<file path="src/rtl/pq_pkg.sv">
// -----------------------------------------------------------------------------
// pq_pkg
// Shared types and helpers for the register-array priority queues.
//   KEY_WIDTH / VAL_WIDTH : default key and payload widths
//   PQ_DEPTH              : default queue depth
//   kv_t                  : packed {key, val} entry
//   cell_sel_t            : next-value source for one queue slot
//   higher_prio()         : strict priority compare between two keys
// -----------------------------------------------------------------------------
package pq_pkg;

    localparam int KEY_WIDTH = 8;
    localparam int VAL_WIDTH = 8;
    localparam int PQ_DEPTH  = 8;

    // Keys are zero-extended to this width before comparing, so the same
    // helper serves any queue instance whose key is narrower than this.
    localparam int CMP_WIDTH = 64;

    typedef logic [KEY_WIDTH-1:0] key_t;
    typedef logic [VAL_WIDTH-1:0] val_t;

    typedef struct packed {
        key_t key;
        val_t val;
    } kv_t;

    typedef enum logic [1:0] {
        SEL_HOLD  = 2'd0,
        SEL_LEFT  = 2'd1,
        SEL_LOAD  = 2'd2,
        SEL_RIGHT = 2'd3
    } cell_sel_t;

    // Returns 1 when key a is strictly higher priority than key b.
    function automatic logic higher_prio(input logic [CMP_WIDTH-1:0] a,
                                         input logic [CMP_WIDTH-1:0] b,
                                         input logic                 max_first);
        return max_first ? (a > b) : (a < b);
    endfunction

endpackage

</file>
<file path="src/rtl/ra_pq_param_cell.sv">
// -----------------------------------------------------------------------------
// ra_pq_cell
// One slot of the register-array priority queue.
//   clk, rst               : clock, async active-high reset
//   op_enq/op_deq/op_repl  : decoded operation for this edge (one-hot or none)
//   new_kv                 : entry being inserted
//   beat_left/beat_right   : neighbours' "new entry beats me" flags
//   left_*/right_*         : neighbours' stored contents
//   valid, kv              : this slot's registered contents
//   beat                   : new entry is strictly higher priority than this
//                            slot (always 1 for an empty slot)
// -----------------------------------------------------------------------------
module ra_pq_cell
    import pq_pkg::*;
#(
    parameter int KEY_WIDTH = pq_pkg::KEY_WIDTH,
    parameter int VAL_WIDTH = pq_pkg::VAL_WIDTH,
    parameter int MAX_FIRST = 0,
    parameter bit IS_HEAD   = 1'b0
) (
    input  logic                           clk,
    input  logic                           rst,
    input  logic                           op_enq,
    input  logic                           op_deq,
    input  logic                           op_repl,
    input  logic [KEY_WIDTH+VAL_WIDTH-1:0] new_kv,
    input  logic                           beat_left,
    input  logic                           beat_right,
    input  logic                           left_valid,
    input  logic [KEY_WIDTH+VAL_WIDTH-1:0] left_kv,
    input  logic                           right_valid,
    input  logic [KEY_WIDTH+VAL_WIDTH-1:0] right_kv,
    output logic                           valid,
    output logic [KEY_WIDTH+VAL_WIDTH-1:0] kv,
    output logic                           beat
);

    localparam int KVW = KEY_WIDTH + VAL_WIDTH;

    logic [CMP_WIDTH-1:0] new_key_ext;
    logic [CMP_WIDTH-1:0] own_key_ext;
    cell_sel_t            sel;

    assign new_key_ext = CMP_WIDTH'(new_kv[KVW-1:VAL_WIDTH]);
    assign own_key_ext = CMP_WIDTH'(kv[KVW-1:VAL_WIDTH]);

    // Strict compare: an equal key does not beat us, so ties keep arrival order.
    assign beat = !valid || higher_prio(new_key_ext, own_key_ext, MAX_FIRST != 0);

    // Slots are sorted, so the beat flags form a run of 0s followed by 1s and
    // the insertion point is where that run starts.
    // Replace: the head leaves and everything ahead of the insertion point
    // moves one slot toward the head; the new entry lands just before the
    // first beaten slot; slots past it keep their contents (shift and
    // insertion cancel out).
    always_comb begin
        sel = SEL_HOLD;
        if (op_enq) begin
            if (beat_left) begin
                sel = SEL_LEFT;
            end else if (beat) begin
                sel = SEL_LOAD;
            end
        end else if (op_deq) begin
            sel = SEL_RIGHT;
        end else if (op_repl) begin
            if (!beat_right) begin
                sel = SEL_RIGHT;
            end else if (IS_HEAD || !beat) begin
                sel = SEL_LOAD;
            end
        end
    end

    always_ff @(posedge clk or posedge rst) begin
        if (rst) begin
            valid <= 1'b0;
            kv    <= '0;
        end else begin
            case (sel)
                SEL_LEFT: begin
                    valid <= left_valid;
                    kv    <= left_kv;
                end
                SEL_LOAD: begin
                    valid <= 1'b1;
                    kv    <= new_kv;
                end
                SEL_RIGHT: begin
                    valid <= right_valid;
                    kv    <= right_kv;
                end
                default: begin
                    valid <= valid;
                    kv    <= kv;
                end
            endcase
        end
    end

endmodule

</file>
<file path="src/rtl/ra_pq_param.sv">
// -----------------------------------------------------------------------------
// ra_pq_param
// Parametrised register-array priority queue with stable ordering for equal
// keys, drop-lowest overflow policy and underflow reporting.
//   clk, rst    : clock, async active-high reset
//   enq, kvi    : insert {key,val}
//   deq         : remove head (kvo is the entry removed at the edge)
//   kvo, ovalid : registered head entry and its valid flag
//   empty, full, count : registered occupancy
//   drop_valid, drop_kv : one-cycle pulse + entry discarded on overflow
//   underflow   : one-cycle pulse for deq on an empty queue without enq
// -----------------------------------------------------------------------------
module ra_pq_param
    import pq_pkg::*;
#(
    parameter int DEPTH     = 8,
    parameter int KEY_WIDTH = pq_pkg::KEY_WIDTH,
    parameter int VAL_WIDTH = pq_pkg::VAL_WIDTH,
    parameter int MAX_FIRST = 0
) (
    input  logic                           clk,
    input  logic                           rst,
    input  logic                           enq,
    input  logic                           deq,
    input  logic [KEY_WIDTH+VAL_WIDTH-1:0] kvi,
    output logic [KEY_WIDTH+VAL_WIDTH-1:0] kvo,
    output logic                           ovalid,
    output logic                           empty,
    output logic                           full,
    output logic [$clog2(DEPTH+1)-1:0]     count,
    output logic                           drop_valid,
    output logic [KEY_WIDTH+VAL_WIDTH-1:0] drop_kv,
    output logic                           underflow
);

    localparam int KVW = KEY_WIDTH + VAL_WIDTH;
    localparam int CW  = $clog2(DEPTH+1);

    logic [DEPTH-1:0] slot_valid;
    logic [DEPTH-1:0] slot_beat;
    logic [KVW-1:0]   slot_kv [DEPTH];

    logic             op_enq;
    logic             op_deq;
    logic             op_repl;
    logic [CW-1:0]    count_nxt;

    // enq+deq on an empty queue degenerates to a plain insert.
    assign op_repl = enq && deq && !empty;
    assign op_enq  = enq && !op_repl;
    assign op_deq  = deq && !enq && !empty;

    for (genvar i = 0; i < DEPTH; i++) begin : g_cell
        logic           beat_l;
        logic           beat_r;
        logic           valid_l;
        logic           valid_r;
        logic [KVW-1:0] kv_l;
        logic [KVW-1:0] kv_r;

        if (i == 0) begin : g_head
            assign beat_l  = 1'b0;
            assign valid_l = 1'b0;
            assign kv_l    = '0;
        end else begin : g_mid_l
            assign beat_l  = slot_beat[i-1];
            assign valid_l = slot_valid[i-1];
            assign kv_l    = slot_kv[i-1];
        end

        // Past the tail behaves like an always-beaten empty slot.
        if (i == DEPTH-1) begin : g_tail
            assign beat_r  = 1'b1;
            assign valid_r = 1'b0;
            assign kv_r    = '0;
        end else begin : g_mid_r
            assign beat_r  = slot_beat[i+1];
            assign valid_r = slot_valid[i+1];
            assign kv_r    = slot_kv[i+1];
        end

        ra_pq_cell #(
            .KEY_WIDTH (KEY_WIDTH),
            .VAL_WIDTH (VAL_WIDTH),
            .MAX_FIRST (MAX_FIRST),
            .IS_HEAD   (i == 0)
        ) u_cell (
            .clk         (clk),
            .rst         (rst),
            .op_enq      (op_enq),
            .op_deq      (op_deq),
            .op_repl     (op_repl),
            .new_kv      (kvi),
            .beat_left   (beat_l),
            .beat_right  (beat_r),
            .left_valid  (valid_l),
            .left_kv     (kv_l),
            .right_valid (valid_r),
            .right_kv    (kv_r),
            .valid       (slot_valid[i]),
            .kv          (slot_kv[i]),
            .beat        (slot_beat[i])
        );
    end

    assign kvo    = slot_kv[0];
    assign ovalid = slot_valid[0];

    always_comb begin
        count_nxt = count;
        if (op_enq && !full) begin
            count_nxt = count + CW'(1);
        end else if (op_deq) begin
            count_nxt = count - CW'(1);
        end
    end

    always_ff @(posedge clk or posedge rst) begin
        if (rst) begin
            count      <= '0;
            empty      <= 1'b1;
            full       <= 1'b0;
            drop_valid <= 1'b0;
            drop_kv    <= '0;
            underflow  <= 1'b0;
        end else begin
            count      <= count_nxt;
            empty      <= (count_nxt == '0);
            full       <= (count_nxt == CW'(DEPTH));
            underflow  <= deq && !enq && empty;
            drop_valid <= 1'b0;
            if (op_enq && full) begin
                drop_valid <= 1'b1;
                // The tail falls off only if the newcomer outranks it;
                // otherwise the newcomer itself is rejected.
                drop_kv    <= slot_beat[DEPTH-1] ? slot_kv[DEPTH-1] : kvi;
            end
        end
    end

endmodule

</file>
<file path="config.mk">
export PLATFORM = sky130hd
export DESIGN_NAME = ra_pq_param
export DESIGN_NICKNAME = d
export VERILOG_FILES = /design/src/rtl/pq_pkg.sv /design/src/rtl/ra_pq_param_cell.sv /design/src/rtl/ra_pq_param.sv
export SDC_FILE = /design/constraint.sdc
export NUM_CORES = 1
export LEC_CHECK = 0
export ABC_AREA = 1
export CORE_MARGIN = 2
export CORE_UTILIZATION = 65
export CTS_CLUSTER_DIAMETER = 40
export CTS_CLUSTER_SIZE = 12
export DETAILED_ROUTE_END_ITERATION = 6
export GPL_TIMING_DRIVEN = 1
export PLACE_DENSITY_LB_ADDON = 0.1
export SLEW_MARGIN = 20
export SYNTH_ARGS = -nofsm -noshare
export SYNTH_HDL_FRONTEND = slang
export SYNTH_SLANG_ARGS = --single-unit
</file>
<file path="constraint.sdc">
create_clock -name clk -period 15.3 [get_ports clk]
set_input_delay 2.295 -clock clk [delete_from_list [all_inputs] [get_ports clk]]
set_output_delay 2.295 -clock clk [all_outputs]
set_load 0.03 [all_outputs]
</file>
==> impl_metrics.env, run 1 <==
export IMPL_drc=0
export IMPL_grt_ovfl_total=0
export IMPL_slew_violations=0
export IMPL_wl_per_cell_um=16.3
export IMPL_core_area_mm2=0.0153
export IMPL_avgSynthCellArea_um2=7.23
export IMPL_met1_length_mm=11.9
export IMPL_dr_pass1_iters=6
export IMPL_power_density_mw_per_mm2=236
export IMPL_min_delay_start="empty$_DFF_PP1_"
export IMPL_cts_root_buffer="clkbuf_16"
export IMPL_grt_first_pass_wirelength_mm=46.3
export IMPL_crit_slowest_cell="clkdlybuf4s50_1"
export IMPL_ctsResizeCount=0
export IMPL_diodes=0
export IMPL_fin_nets=1522
export IMPL_antenna_found_initial=0
export IMPL_dp_hpwl_mm=19.8
export IMPL_wl_mm=27.3
export IMPL_synthCells=1412
export IMPL_cts_buffers=17
export IMPL_reg2regPathDepth=11
export IMPL_finalHoldViolations=0
export IMPL_arrival_ps=5990
export IMPL_cts_sinks=160
export IMPL_vias_per_cell=5.78
export IMPL_chipWidth_um=129
export IMPL_crit_chain="clkdlybuf4s50_1 > ha_1 > nand2_1 > inv_1 > nor3_1 > nand2_1 > nand2_1 > nand3_1 > nand2_1 > nand2_1 > o211ai_1 > o21ai_0"
export IMPL_vias=9642
export IMPL_reg2reg_from="empty$_DFF_PP1_"
export IMPL_min_period_ps=5700
export IMPL_r2r_setup_slack_ps=11830
export IMPL_max_vdd_ir_drop_mv=0.175
export IMPL_dp_cells=1636
export IMPL_start_util_pct=66.9
export IMPL_r2r_end="g_cell[5].u_cell.valid$_DFFE_PP0P_"
export IMPL_dieArea_mm2=0.0167
export IMPL_routabilityCongestion=0.926
export IMPL_fp_dieH_um=129
export IMPL_hold_end="underflow$_DFF_PP0_"
export IMPL_crit_required_ps=15590
export IMPL_outcome="completed"
export IMPL_async_flop_share_pct=100
export IMPL_fin_setup_tns_ps=0
export IMPL_holdCritPathClass="register to register"
export IMPL_drive_above_1_share_pct=5.83
export IMPL_setup_viol=0
export IMPL_track_usage_pct=34.8
export IMPL_cts_tree="yes"
export IMPL_cts_hold_buf=0
export IMPL_worst_path_most_repeated_cell="nand2_1"
export IMPL_max_cap_viol_count=0
export IMPL_finalNonFillerCells=1668
export IMPL_cp_end_kind="register"
export IMPL_fin_area_mm2=0.0114
export IMPL_rsz0062_at_grt="false"
export IMPL_boundaryPins=61
export IMPL_clock_skew_ps=8.13
export IMPL_final_antenna_net_count=0
export IMPL_yosysWarnings=0
export IMPL_crit_fanout=29
export IMPL_syn_nets=1490
export IMPL_critPathKind="input pin to register"
export IMPL_ys_ff_latch=160
export IMPL_post_cts_buffers=0
export IMPL_holdPathStages=2
export IMPL_seq_area_frac_synth_pct=39.3
export IMPL_port_buffers=60
export IMPL_area_delta_synth_final_pct=12.2
export IMPL_clkLatencyLatePin_ps=440
export IMPL_dpl_cell_area_mm2=0.0108
export IMPL_routed_top_layer="met4"
export IMPL_clk_pin_slew_ps=60
export IMPL_cp_start_kind="input pin"
export IMPL_met2WireLength_mm=12.8
export IMPL_first_global_vias=9275
export IMPL_slowest_delay_ps=960
export IMPL_grt_max_degree=109
export IMPL_wl_met3_mm=2.01
export IMPL_first_iter_violations=1099
export IMPL_synth_top_flop_cell="dfrtp_1"
export IMPL_htree_levels=4
export IMPL_max_freq_ghz=0.175
export IMPL_synthDistinctLibCells=41
export IMPL_num_rows=45
export IMPL_synth_edff_count=0
export IMPL_cts_buffer_depth=2
export IMPL_leakagePower_nw=5.69
export IMPL_finalCritPeriodShare_pct=37.3
export IMPL_tightest_slew_ps=995
export IMPL_syn_cell_area_mm2=0.0102
export IMPL_relSlewSlack_pct=33.7
## routing by layer
layer / vias up / track usage, %
met5: - / 0
met4: 0 / 11.5
met3: 62 / 5.78
met2: 432 / 56.3
met1: 4472 / 48.1
li1: 4676 / -
## synth_stat cells, types with 10 or more instances
library cell | number | area [µm²]
a21boi_0 | 27 | 203
nand3_1 | 65 | 325
inv_1 | 135 | 507
a21oi_1 | 128 | 641
o21ai_1 | 14 | 70.1
nor2_1 | 237 | 890
clkbuf_1 | 11 | 41.3
ha_1 | 58 | 726
nand2_1 | 309 | 1160
dfrtp_1 | 159 | 3980
buf_2 | 30 | 150
inv_2 | 12 | 45.0
o21ai_0 | 129 | 646
nand2_2 | 10 | 62.6
## flip-flops by register name, indices dropped and copies added, names as in the netlist
name / cells
count: 4
drop_kv: 16
drop_valid: 1
empty: 1
full: 1
g_cell.u_cell.kv: 128
g_cell.u_cell.valid: 8
underflow: 1
## kinds of logic after synthesis
group                    count (synthesis)  share of synthesized area, %
adder cells (fa/ha/maj)                 58                          7.11
flip-flops                             160                          39.3
AO/OA/AOI/OAI                          336                          18.3
buffers and inverters                  202                          8.36
AND/OR/NAND/NOR                        652                          26.6
XOR/XNOR                                 4                         0.343
## stage by stage
step | hold WS [ps] | power, mW | utilization, % | worst slack, ps
final | 517 | 2.70 | 75.0 | 9600
after CTS | 518 | 2.68 | 75.0 | 9660
after global placement | 502 | 2.16 | 71.0 | 9380
after floorplan | 482 | 1.85 | - | 8690
after global routing | 560 | 2.93 | 75.0 | 9250
after detailed placement | 500 | 2.22 | 71.0 | 9230
## how the worst max path moves through the flow
stage               cells past startpoint                            endpoint     from
floorplan                               1                  count[0]$_DFF_PP0_      rst
global placement                       12  g_cell[5].u_cell.valid$_DFFE_PP0P_  kvi[14]
detailed placement                     12  g_cell[5].u_cell.valid$_DFFE_PP0P_  kvi[14]
CTS                                    12  g_cell[5].u_cell.valid$_DFFE_PP0P_  kvi[14]
global route                           12  g_cell[5].u_cell.valid$_DFFE_PP0P_  kvi[14]
finish                                 12  g_cell[5].u_cell.valid$_DFFE_PP0P_  kvi[15]
## cells in the final DEF, fill, tap and decap left out, types with 3 or more instances in the layout
cell and n:
inv_6 4, nand2_2 10, o21a_1 5, o21ai_1 14, dfrtp_1 159, o21ai_2 4
nand4_1 7, nor2_1 237, nand2_1 309, nor2_4 5, a21boi_1 6, nand3_2 3
o211ai_1 9, a21boi_0 27, clkbuf_16 17, nand3_1 65, a21oi_1 128, clkdlybuf4s50_1 60
o21ai_0 129, inv_1 134, bufinv_16 3, nand2_4 5, xor2_1 4, buf_4 7
o221ai_1 9, ha_1 58, inv_2 12, nor3_1 4
## worst max-delay path, delay by kind of cell
kind                       cells  cell delay (ps)
buffers and inverters          2             1000
and+or+nand+nor                7             1920
AOI/OAI and AO/OA              2              380
adders and majority gates      1              360
## layout make-up
class                           count  area (µm²)
Multi-Input combinational cell   1050        5350
Sequential cell                   160        4010
Fill cell                        1170        3810
Timing Repair Buffer               67         653
Inverter                          148         563
Clock buffer                       21         460
Tap cell                          211         264
Clock inverter                     11         154
## where the power goes
| group | total [mW] | switching [mW] | leakage, nW | internal (mW) |
|---|---|---|---|---|
| registers | 0.847 | 0.202 | 1.83 | 0.645 |
| clock network | 0.450 | 0.182 | 0.295 | 0.267 |
| logic | 1.40 | 0.904 | 3.57 | 0.496 |
| total | 2.70 | 1.29 | 5.69 | 1.41 |
No activity file was read; power rests on OpenSTA's default activity.
==> inputs of run 2 (changes only) <==
Settings changed: CORE_UTILIZATION 65 to 55.
Clock period 15.3 ns to 4.59 ns, I/O delays scaled along.
==> run 2 against run 1 <==
Compared with the run above: utilization is 11 points lower; die area is 18% higher; non-clock buffer count is 10 higher; critical path type unchanged; cell area is 0.62% higher; sequential power grew to 3.3 times the previous value; worst hold slack better by 7.8 ps; via count is 0.88% lower; total power grew to 3.3 times the previous value; combinational power grew to 3.4 times the previous value; worst setup slack worse by 8500 ps.
==> impl_metrics.env, run 2 (synthesized netlist as in run 1, its figures left out) <==
export IMPL_outcome="completed"
export IMPL_clock_skew_ps=10.8
export IMPL_cts_hold_buf=0
export IMPL_slowest_delay_ps=790
export IMPL_max_cap_viol_count=0
export IMPL_setup_viol=0
export IMPL_finalCritPeriodShare_pct=76.0
export IMPL_port_buffers=60
export IMPL_rsz0062_at_grt="false"
export IMPL_final_common_cell="nand2_1"
export IMPL_cts_root_buffer="clkbuf_16"
export IMPL_crit_chain="clkdlybuf4s50_1 > ha_1 > nand2_1 > nand2_1 > nand2_1 > nand2_1 > nand2_1 > nand2_1 > nand3_1 > nand2_2 > nor2_1 > nand2_1 > nand3_1 > nor2_1 > nor2_1"
export IMPL_finalNonFillerCells=1696
export IMPL_drive_above_1_share_pct=6.61
export IMPL_cts_tree="yes"
export IMPL_finalHoldViolations=0
export IMPL_n_fill_cell=1639
export IMPL_cts_sinks=160
export IMPL_chipWidth_um=140
export IMPL_area_delta_synth_final_pct=12.9
export IMPL_tightest_slew_ps=865
export IMPL_final_antenna_net_count=0
export IMPL_regMostFlops="g_cell.u_cell.kv"
export IMPL_dp_cells=1664
export IMPL_post_cts_buffers=0
export IMPL_crit_slowest_cell="clkdlybuf4s50_1"
export IMPL_critPathTopFamily="simple AND/OR/NAND/NOR gates"
export IMPL_diodes=0
export IMPL_start_util_pct=56.4
export IMPL_max_freq_ghz=0.287
export IMPL_cts_buffer_depth=2
export IMPL_critPathKind="input pin to register"
export IMPL_multi_input_area_mm2=0.00535
export IMPL_worst_path_most_repeated_cell="nand2_1"
export IMPL_wl_mm=27.6
export IMPL_holdPathStages=2
export IMPL_fin_nets=1532
export IMPL_crit_fanout=23
export IMPL_wl_per_cell_um=16.3
export IMPL_first_global_vias=8885
export IMPL_power_density_mw_per_mm2=777
export IMPL_clkLatencyLatePin_ps=440
export IMPL_leakagePower_nw=5.73
export IMPL_routabilityCongestion=0.875
export IMPL_register_area_mm2=0.00401
export IMPL_worst_path_stages=15
export IMPL_vias=9557
export IMPL_fp_dieH_um=140
export IMPL_cp_start_kind="input pin"
export IMPL_antenna_found_initial=0
export IMPL_dp_hpwl_mm=20.4
export IMPL_holdCritPathClass="register to register"
export IMPL_arrival_ps=3810
export IMPL_crit_required_ps=4910
export IMPL_final_cell_mix="309 x nand2_1, 237 x nor2_1, 159 x dfrtp_1"
export IMPL_slew_violations=0
export IMPL_dr_pass1_iters=5
export IMPL_holdWs_ps=524
export IMPL_grt_max_degree=100
export IMPL_drc=0
export IMPL_cp_num_buf_inv=1
export IMPL_max_vdd_ir_drop_mv=0.463
export IMPL_clk_pin_slew_ps=70
export IMPL_htree_levels=4
export IMPL_min_period_ps=3490
export IMPL_cp_end_kind="register"
export IMPL_boundaryPins=61
export IMPL_dieArea_mm2=0.0197
export IMPL_reg_top3="g_cell.u_cell.kv: 128 flops, drop_kv: 16 flops, g_cell.u_cell.valid: 8 flops"
export IMPL_largest_register_ffs=128
export IMPL_grt_ovfl_total=0
export IMPL_ctsResizeCount=0
export IMPL_relSlewSlack_pct=42.1
export IMPL_cts_buffers=17
export IMPL_core_area_mm2=0.0181
export IMPL_reg2regPathDepth=12
export IMPL_fin_setup_tns_ps=0
export IMPL_grt_first_pass_wirelength_mm=45.6
export IMPL_num_rows=49
export IMPL_vias_per_cell=5.64
export IMPL_track_usage_pct=28.8
export IMPL_first_iter_violations=934
## run 2: stage by stage
step / cell area (µm²) / power (mW) / util [%] / worst slack (ps)
3_5_place_dp: 10900 / 7.46 / 60.5 / 716
5_1_grt: 11500 / 9.73 / 63.7 / 881
3_3_place_gp: 10900 / 7.33 / 60.5 / 815
4_1_cts: 11500 / 8.92 / 63.7 / 1140
2_1_floorplan: 10200 / 6.16 / - / 1870
6_report: 11500 / 8.95 / 63.7 / 1100
## run 2: worst paths after layout
check	slack, ps	endpoint	startpoint
worst max-delay path	1100	g_cell[5].u_cell.kv[13]$_DFFE_PP0P_	kvi[9]
worst min register to register	520	drop_kv[2]$_DFFE_PP0P_	drop_kv[2]$_DFFE_PP0P_
max in group asynchronous	3180	g_cell[4].u_cell.kv[4]$_DFFE_PP0P_	rst
worst min-delay path	520	drop_kv[2]$_DFFE_PP0P_	drop_kv[2]$_DFFE_PP0P_
worst max register to register	1760	g_cell[7].u_cell.valid$_DFFE_PP0P_	empty$_DFF_PP1_
min in group asynchronous	720	g_cell[1].u_cell.kv[13]$_DFFE_PP0P_	rst
## run 2: worst register-to-register path, cell delays in order (launching register included)
cell and delay, ps:
dfstp_2 580, nor2_4 80, inv_2 160, nor2_2 80, inv_2 270, nand2_1 180, inv_2 180, o21ai_2 100
nand2_2 450, nand2_4 250, or2_1 280, nand2_1 60, inv_1 40
## run 2: final cells by class
type | count | share of cell area (%)
Clock buffer | 17 | 3.69
Inverter | 148 | 4.88
Multi-Input combinational cell | 1050 | 46.4
Tap cell | 229 | 2.49
Sequential cell | 160 | 34.8
Clock inverter | 15 | 1.31
Timing Repair Buffer | 77 | 6.43
## run 2: metal layers
layer | wire length, µm | part of all wire, % | track usage [%]
met5 | 0 | 0 | 0
met4 | 386 | 1.4 | 8.29
met3 | 1830 | 6.6 | 4.10
met2 | 12700 | 46 | 46.2
met1 | 12700 | 46 | 40.9
## run 2: power breakdown
| group | total (mW) | internal, mW | switching, mW |
|---|---|---|---|
| Combinational | 4.70 | 1.70 | 3.01 |
| Clock | 1.43 | 0.767 | 0.659 |
| Sequential | 2.82 | 2.15 | 0.671 |
| Total | 8.95 | 4.61 | 4.34 |
==> inputs of run 3 (changes only) <==
Settings changed: CORE_UTILIZATION 55 to 61.
Clock period 4.59 ns to 3.3 ns, I/O delays scaled along.
==> run 3 against run 2 <==
Compared with the run above: the run now ends with DRC left; critical endpoint is now g_cell[1].u_cell.valid$_DFFE_PP0P_; sequential power is 39% higher; combinational power is 43% higher; cell count is 1.4% higher; critical path depth stayed put; die area is 9.6% lower; critical path type unchanged; via count is 1.8% higher.
==> impl_metrics.env, run 3 (synthesized netlist as in run 1, its figures left out) <==
export IMPL_max_cap_viol_count=0
export IMPL_cp_start_kind="input pin"
export IMPL_slew_violations=0
export IMPL_fin_setup_tns_ps=0
export IMPL_port_buffers=60
export IMPL_post_cts_buffers=0
export IMPL_first_global_vias=9376
export IMPL_reg_top3="g_cell.u_cell.kv: 128 flops, drop_kv: 16 flops, g_cell.u_cell.valid: 8 flops"
export IMPL_first_iter_violations=889
export IMPL_cts_tree="yes"
export IMPL_crit_fanout=17
export IMPL_dr_pass1_iters=7
export IMPL_vias=9729
export IMPL_slowest_delay_ps=660
export IMPL_crit_required_ps=3620
export IMPL_critPathKind="input pin to register"
export IMPL_min_period_ps=2870
export IMPL_cts_hold_buf=0
export IMPL_tightest_slew_ps=606
export IMPL_grt_first_pass_wirelength_mm=46.7
export IMPL_final_cell_mix="309 x nand2_1, 237 x nor2_1, 159 x dfrtp_1"
export IMPL_leakagePower_nw=5.89
export IMPL_finalHoldViolations=0
export IMPL_register_area_mm2=0.00401
export IMPL_chipWidth_um=133
export IMPL_largest_register_ffs=128
export IMPL_power_density_mw_per_mm2=1070
export IMPL_grt_max_degree=104
export IMPL_cts_root_buffer="clkbuf_16"
export IMPL_setup_viol=0
export IMPL_drive_above_1_share_pct=8.54
export IMPL_num_rows=47
export IMPL_rsz0062_at_grt="false"
export IMPL_drc=2
export IMPL_clk_pin_slew_ps=70
export IMPL_cts_buffers=17
export IMPL_finalCritPeriodShare_pct=86.9
export IMPL_worst_path_most_repeated_cell="nand2_1"
export IMPL_cp_end_kind="register"
export IMPL_dp_cells=1687
export IMPL_finalNonFillerCells=1719
export IMPL_grt_ovfl_total=0
export IMPL_crit_chain="clkdlybuf4s50_1 > buf_4 > ha_1 > a21oi_1 > nand2_1 > nand2_1 > nand2_1 > nand2_1 > nand2_1 > nand2_4 > nand2_2 > inv_2 > nand3_2 > o211ai_1 > nand2_1"
export IMPL_relSlewSlack_pct=59.6
export IMPL_final_common_cell="nand2_1"
export IMPL_htree_levels=4
export IMPL_routabilityCongestion=0.897
export IMPL_start_util_pct=62.0
export IMPL_boundaryPins=61
export IMPL_arrival_ps=3180
export IMPL_multi_input_area_mm2=0.00535
export IMPL_r2r_setup_slack_ps=740
export IMPL_fin_nets=1564
export IMPL_vias_per_cell=5.66
export IMPL_diodes=0
export IMPL_clkLatencyLatePin_ps=440
export IMPL_cts_buffer_depth=2
export IMPL_max_freq_ghz=0.349
export IMPL_area_delta_synth_final_pct=15.5
export IMPL_antenna_found_initial=0
export IMPL_wl_mm=27.5
export IMPL_final_antenna_net_count=0
export IMPL_clock_skew_ps=8.91
export IMPL_regMostFlops="g_cell.u_cell.kv"
export IMPL_track_usage_pct=32.6
export IMPL_n_fill_cell=1350
export IMPL_ctsResizeCount=0
export IMPL_fp_dieH_um=133
export IMPL_violations="DRC"
export IMPL_cts_sinks=160
export IMPL_core_area_mm2=0.0165
export IMPL_wl_per_cell_um=16.0
export IMPL_holdCritPathClass="input pin to async pin"
export IMPL_crit_slowest_cell="clkdlybuf4s50_1"
export IMPL_outcome="finished with violations"
export IMPL_dieArea_mm2=0.0178
export IMPL_max_vdd_ir_drop_mv=0.580
export IMPL_dp_hpwl_mm=20.6
[run 3: worst max-delay path, delay by kind of cell]
family                     cells  cell delay, ps
buffers and inverters          3            1000
and+or+nand+nor                9             980
AOI/OAI and AO/OA              2             400
adders and majority gates      1             300
[run 3: worst paths after layout]
kind | from | endpoint | cells after the start
worst min-delay path | rst | g_cell[0].u_cell.kv[13]$_DFFE_PP0P_ | 3
worst max register to register | g_cell[5].u_cell.kv[13]$_DFFE_PP0P_ | g_cell[4].u_cell.kv[11]$_DFFE_PP0P_ | 12
worst max-delay path | kvi[11] | g_cell[1].u_cell.valid$_DFFE_PP0P_ | 15
min in group clk | empty$_DFF_PP1_ | underflow$_DFF_PP0_ | 2
max in group asynchronous | rst | g_cell[6].u_cell.kv[7]$_DFFE_PP0P_ | 3
worst min register to register | empty$_DFF_PP1_ | underflow$_DFF_PP0_ | 2
[run 3: power by group]
group	switching [mW]	total (mW)	internal [mW]
registers	0.928	3.92	2.99
logic	4.21	6.71	2.50
clock network	0.875	1.97	1.10
total	6.01	12.6	6.58
[run 3: per-stage QoR]
step	hold slack (ps)	power [mW]	utilization (%)	worst slack, ps	instance area, µm²
final	515	12.6	71.6	434	11800
after global routing	537	13.7	71.6	186	11800
after CTS	520	12.5	71.6	493	11800
after detailed placement	497	10.5	68.1	51.0	11200
after global placement	502	10.3	68.1	100	11200
after floorplan	482	8.57	-	777	10200
[run 3: cell type report]
cell class              instances  share of cell area (%)
clock buffers                  20                    3.87
clock inverters                12                    1.05
inverters                     148                    4.77
multi-input cells            1050                    45.4
flip-flops and latches        160                    34.0
well taps                     220                    2.34
repair buffers                109                    8.64
[run 3: routing by layer]
metal,global-route usage [%],wire (µm),vias up
li1,-,-,4760
met2,53.5,12900,386
met5,0,0,-
met1,45.1,12300,4534
met4,9.28,499,0
met3,5.14,1800,49
